### config.mk
export PLATFORM = sky130hd
export DESIGN_NAME = uart_tx_fifo
export DESIGN_NICKNAME = d
export VERILOG_FILES = /design/src/rtl/uart_pkg.sv /design/src/rtl/uart_fifo_ram.sv /design/src/rtl/uart_tx_fifo.sv
export SDC_FILE = /design/constraint.sdc
export NUM_CORES = 1
export LEC_CHECK = 0
export ABC_CLOCK_PERIOD_IN_PS = 2500
export CORE_UTILIZATION = 54
export CTS_CLUSTER_SIZE = 28
export DETAILED_ROUTE_END_ITERATION = 10
export PLACE_DENSITY = 0.81
export SYNTH_ARGS = -nofsm -noshare
export SYNTH_HDL_FRONTEND = slang
export SYNTH_HIERARCHICAL = 1
export SYNTH_SLANG_ARGS = --single-unit
### constraint.sdc
create_clock -name clk -period 2.5 [get_ports clk]
set_input_delay 0.625 -clock clk [delete_from_list [all_inputs] [get_ports clk]]
set_output_delay 0.625 -clock clk [all_outputs]
set_load 0.05 [all_outputs]
### src/rtl/uart_pkg.sv
`default_nettype none
// ============================================================================
//  Module   : uart_pkg
//  Brief    : Shared constants and helper function for the UART TX FIFO slice.
//  Revision : 1.0 - initial release
// ============================================================================
package uart_pkg;

  // Default FIFO depth and data width used across the UART.
  localparam int UART_FIFO_DEPTH_DEF = 16;
  localparam int UART_DATA_W         = 8;

  // Ceiling log2, usable in constant expressions for pointer/level widths.
  // clog2_f(1) = 0, clog2_f(16) = 4, clog2_f(17) = 5.
  function automatic int clog2_f(input int value);
    int result;
    int rem;
    result = 0;
    rem    = value - 1;
    while (rem > 0) begin
      result = result + 1;
      rem    = rem >> 1;
    end
    return result;
  endfunction

endpackage : uart_pkg
`default_nettype wire

### src/rtl/uart_fifo_ram.sv
`default_nettype none
// ============================================================================
//  Module   : uart_fifo_ram
//  Brief    : Simple dual-port array: synchronous write port, registered read
//             port with enable. Read-during-write to the same address returns
//             the old contents, which the FIFO relies on when full.
//  Revision : 1.0 - initial release
// ============================================================================
module uart_fifo_ram #(
  parameter int DEPTH  = 16,
  parameter int WIDTH  = 8,
  parameter int ADDR_W = 4
) (
  input  logic              clk,
  input  logic              aresetn,
  input  logic              we,
  input  logic [ADDR_W-1:0] waddr,
  input  logic [WIDTH-1:0]  wdata,
  input  logic              re,
  input  logic [ADDR_W-1:0] raddr,
  output logic [WIDTH-1:0]  rdata
);

  logic [WIDTH-1:0] r_mem [DEPTH];
  logic [WIDTH-1:0] r_rdata;

  // Write port: storage is intentionally not reset so it can map to a RAM block.
  always_ff @(posedge clk) begin
    if (we) begin
      r_mem[waddr] <= wdata;
    end
  end

  // Read port: output register loads only on an enabled read and holds otherwise.
  always_ff @(posedge clk or negedge aresetn) begin
    if (!aresetn) begin
      r_rdata <= '0;
    end else if (re) begin
      r_rdata <= r_mem[raddr];
    end
  end

  assign rdata = r_rdata;

endmodule : uart_fifo_ram
`default_nettype wire

### src/rtl/uart_tx_fifo.sv
`default_nettype none
// ============================================================================
//  Module   : uart_tx_fifo
//  Brief    : Transmit FIFO between the APB TX holding register and the UART
//             transmitter. Registered dout/flags/level, sticky overflow.
//  Revision : 1.0 - initial release
// ============================================================================
module uart_tx_fifo
  import uart_pkg::*;
#(
  parameter int DEPTH = UART_FIFO_DEPTH_DEF,
  parameter int WIDTH = UART_DATA_W
) (
  input  logic                            clk,
  input  logic                            aresetn,
  input  logic [WIDTH-1:0]                din,
  input  logic                            wr_n,
  input  logic                            rd_n,
  input  logic                            clr_ovf,
  output logic [WIDTH-1:0]                dout,
  output logic                            empty,
  output logic                            full,
  output logic [clog2_f(DEPTH+1)-1:0]     level,
  output logic                            overflow
);

  localparam int c_ptr_w = clog2_f(DEPTH);
  localparam int c_lvl_w = clog2_f(DEPTH + 1);
  localparam logic [c_lvl_w-1:0] c_full_lvl = c_lvl_w'(DEPTH);

  logic [c_ptr_w-1:0] r_wp;
  logic [c_ptr_w-1:0] r_rp;
  logic [c_lvl_w-1:0] r_level;
  logic               r_empty;
  logic               r_full;
  logic               r_overflow;

  logic               w_rd_acc;
  logic               w_wr_acc;
  logic               w_ovf_set;
  logic [c_lvl_w-1:0] w_level_nxt;

  // Accept logic: a write into a full FIFO is still accepted when a read frees
  // the head slot in the same cycle; the RAM returns the old head in that case.
  always_comb begin
    w_rd_acc  = !rd_n && !r_empty;
    w_wr_acc  = !wr_n && (!r_full || w_rd_acc);
    w_ovf_set = !wr_n && r_full && !w_rd_acc;
  end

  // Next occupancy: unchanged when both or neither operation is accepted.
  always_comb begin
    w_level_nxt = r_level;
    if (w_wr_acc && !w_rd_acc) begin
      w_level_nxt = r_level + c_lvl_w'(1);
    end else if (w_rd_acc && !w_wr_acc) begin
      w_level_nxt = r_level - c_lvl_w'(1);
    end
  end

  // Pointers, occupancy and registered flags; pointers wrap naturally.
  always_ff @(posedge clk or negedge aresetn) begin
    if (!aresetn) begin
      r_wp    <= '0;
      r_rp    <= '0;
      r_level <= '0;
      r_empty <= 1'b1;
      r_full  <= 1'b0;
    end else begin
      if (w_wr_acc) begin
        r_wp <= r_wp + c_ptr_w'(1);
      end
      if (w_rd_acc) begin
        r_rp <= r_rp + c_ptr_w'(1);
      end
      r_level <= w_level_nxt;
      r_empty <= (w_level_nxt == '0);
      r_full  <= (w_level_nxt == c_full_lvl);
    end
  end

  // Sticky overflow: a new overflow wins over a same-cycle clear.
  always_ff @(posedge clk or negedge aresetn) begin
    if (!aresetn) begin
      r_overflow <= 1'b0;
    end else if (w_ovf_set) begin
      r_overflow <= 1'b1;
    end else if (clr_ovf) begin
      r_overflow <= 1'b0;
    end
  end

  uart_fifo_ram #(
    .DEPTH  (DEPTH),
    .WIDTH  (WIDTH),
    .ADDR_W (c_ptr_w)
  ) u_ram (
    .clk     (clk),
    .aresetn (aresetn),
    .we      (w_wr_acc),
    .waddr   (r_wp),
    .wdata   (din),
    .re      (w_rd_acc),
    .raddr   (r_rp),
    .rdata   (dout)
  );

  assign empty    = r_empty;
  assign full     = r_full;
  assign level    = r_level;
  assign overflow = r_overflow;

endmodule : uart_tx_fifo
`default_nettype wire

==> summary.txt, run 1 <==
Outcome
  • Status: complete, no violations

Placed design
  • Placed inst area: 6710 um^2
  • Gpl congestion: 0.834
  • Hpwl dp: ~7.3 mm
  • Number of I/O port buffers: 28
  • Cells after DPL: 490

Logic synthesis
  • Top cells by area, synth: edfxtp_1, mux4_2, dfrtp_1, mux4_1, a221oi_2
  • Synth cell count leaders: edfxtp_1, mux4_2, dfrtp_1, nor2_1
  • Yosys reg bits: 152
  • Synth Cell Area: 6160 um^2
  • EDFF count, synth: 128
  • Most common cell in the synthesized netlist: edfxtp_1
  • Synth cell types: 43
  • Area leader, netlist: edfxtp_1
  • Predominant post-synthesis flop cell: edfxtp_1
  • Top cell type's share of synthesized area: 62.4%
  • Mean post-synth cell area: 19.9 um^2
  • Post-synth ARST share: 15.8%
  • Post-Syn Nets: 327
  • Synth warn: 6
  • Post-Syn Instances: 310
  • Sequential element share of the synthesized area: between 70 and 80%

Timing
  • Fin Hold WS: 0.526 ns
  • Max Clk Rate: 416 MHz
  • Worst Tran Pin Value: approximately 0.68 ns
  • Worst Skew: 0.00722 ns
  • Slew margin rel.: 54.6%
  • Final period util: 96.1%
  • Setup Viol. Count Final: 0
  • Hold Vio Cnt, Final: 0
  • Final min period: around 2.4 ns
  • Unrepaired setup endpoints after global routing: no
  • Fin. max-slew vios: 0

Global routing
  • Global Route Usage Sum: 22.5%
  • Initial antenna violation count: 0
  • Pin count of the biggest net entering global routing: 35
  • First-pass GRT wire length: 18.4 mm
  • Vias in the first global route: 3,300
  • Congestion Overflow GR: 0

Critical path
  • CP cell instances: clkdlybuf4s50_1
  • Critical path buffer and inverter count: 1
  • Cell family with most CP delay: buffers and inverters
  • R2r endpoint: u_ram/r_mem[3][0]$_DFFE_PP_
  • Worst r2r src: empty$_DFF_PN1_
  • R2R setup slack: roughly 0.44 ns
  • Type of destination of the critical path: output port
  • Max FO, Critical Path: 4
  • WP data required: 1.88 ns
  • Reg2reg path depth: 5
  • CP Launch Type: flop
  • CP max stage delay: 0.80 ns
  • Worst Path Arrival: between 1.5 and 2 ns
  • Worst path slowest cell: clkdlybuf4s50_1
  • Kind of critical path: reg -> out

Clock network
  • Post-cts sizing count: 0
  • Cts hold-fix bufs: 0
  • Clk_lat worst skew: about 0.42 ns
  • Post CTS Setup Buffer Count: 0
  • Clock sinks: between 150 and 200
  • CTS clock-pin slew for the worst setup and hold paths: 0.06 ns
  • CTS H-Tree Depth: 4
  • TritonCTS Buffers: 17
  • Clock root buffer: clkbuf_16
  • CTS tree: done
  • Clock tree buffer depth: 2

Drt
  • Drt drc: 0
  • Vias/cell: 6.06
  • Vias: 3,162
  • Routed WL: ~12 mm
  • Starting DRT DRC Count: 323
  • Wire per inst: 22.7 um
  • DR pass1 iterations: 5
  • Antenna viol nets, final: 0

Layout
  • Share of layout cells above drive strength 1: 29.1%
  • Final cell count without fillers: 522
  • Layout Utilization: 66.8%
  • Final instance area: 7340 um^2
  • # fillers: 665
  • Layout area overhead: 19.2%
  • Final nets: 386
  • N_diodes: 0

Hold path
  • Min-delay worst type: reg -> reg
  • Min-delay src: level[4]$_DFF_PN0_
  • Hold Path Depth: 1
  • End of the worst hold path: level[4]$_DFF_PN0_

Power and ir drop
  • IR drop worst, VDD: ~1700 uV
  • Leakage: around 0.0025 uW
  • Final Total Pwr: 9070 uW
  • PwrDens: 1240 nW/um^2

Die
  • Core Region: 11,000 um^2
  • Die width: 109 um
  • Die height: 109 um
  • I/O Pins: 29
  • Std-Cell Rows: 38
  • Die footprint: 11,800 um^2
  • Initial Util: 56.1%

Job
  • Maxcap violations: 0
==> flip-flops by register name, summed over array words and instances (netlist names) <==
register and count:
r_wp 4, empty 1, u_ram/rdata 8, r_rp 4
full 1, overflow 1, level 5, u_ram/r_mem 128
==> report_power, final <==
group          switching [uW]  internal, uW  total, uW
clock                     999          1680       2670
combinational            1650          1260       2910
sequential                311          3170       3490
==> worst max-delay path by stage <==
stage,from,endpoint,slack (ns),cells past startpoint
6_report,empty$_DFF_PN1_,empty,0.1,1
5_1_grt,empty$_DFF_PN1_,empty,0.06,1
4_1_cts,empty$_DFF_PN1_,empty,0.08,1
3_5_place_dp,rd_n,u_ram/r_mem[3][0]$_DFFE_PP_,-0.24,6
3_3_place_gp,rd_n,u_ram/r_mem[0][3]$_DFFE_PP_,-0.20,6
2_1_floorplan,rd_n,u_ram/r_mem[2][0]$_DFFE_PP_,-0.11,5
==> routing by layer <==
layer	share of wire [%]	global-route usage, %	vias up
met1	43	30.1	1649
met2	50	35.1	115
met5	0	0	-
li1	-	-	1380
met4	2.3	8.88	0
met3	5.3	6.52	18
==> cell usage in the layout, fill, tap and decap left out, types with 2 or more instances in the layout <==
cell,netlist,final
inv_1,3,3
edfxtp_1,128,128
nor4_1,2,2
buf_4,1,27
a221oi_2,8,8
xor2_1,3,3
clkbuf_16,0,17
mux2_2,2,2
bufinv_16,0,4
mux2i_1,10,10
nand4b_1,2,2
o22ai_1,10,10
ha_1,4,4
mux4_1,6,6
nand2b_1,5,5
nor2_1,20,20
dfrtp_1,23,23
clkinvlp_4,0,5
mux4_2,26,26
nand4_1,2,2
clkdlybuf4s50_1,0,28
nand2_1,8,8
nand3b_1,2,2
xnor2_1,6,6
inv_6,0,3
o21ai_0,2,2
nor3_2,0,3
or2_2,3,3
==> cells by family after synthesis <==
logic type / count (synthesis) / synth area share (%)
buf+inv: 20 / 2.48
xor+xnor: 10 / 1.54
fa+ha+maj: 4 / 0.813
mux: 44 / 14.1
flops: 152 / 72.2
compound gates: 26 / 4.23
simple gates: 54 / 4.69
==> stage by stage <==
stage	TNS (ns)	worst slack, ns
floorplan	-3.23	-0.105
global placement	-11.33	-0.204
detailed placement	-13.37	-0.236
CTS	0	0.0839
global route	0	0.0628
finish	0	0.0974
==> cell type report <==
cell class | count | area, um^2 | share of cell area (%)
flip-flops and latches | 152 | 4450 | 60.6
inverters | 4 | 15.0 | 0.205
clock buffers | 18 | 429 | 5.85
clock inverters | 14 | 198 | 2.69
well taps | 140 | 175 | 2.39
multi-input cells | 138 | 1580 | 21.5
repair buffers | 56 | 503 | 6.85
No activity file was read; power rests on OpenSTA's default activity.
==> run 2: changes to the inputs <==
- ABC_CLOCK_PERIOD_IN_PS: 2500 -> not set
==> results of run 2 <==
Final layout, timing and power as in run 1 (identical DEF).
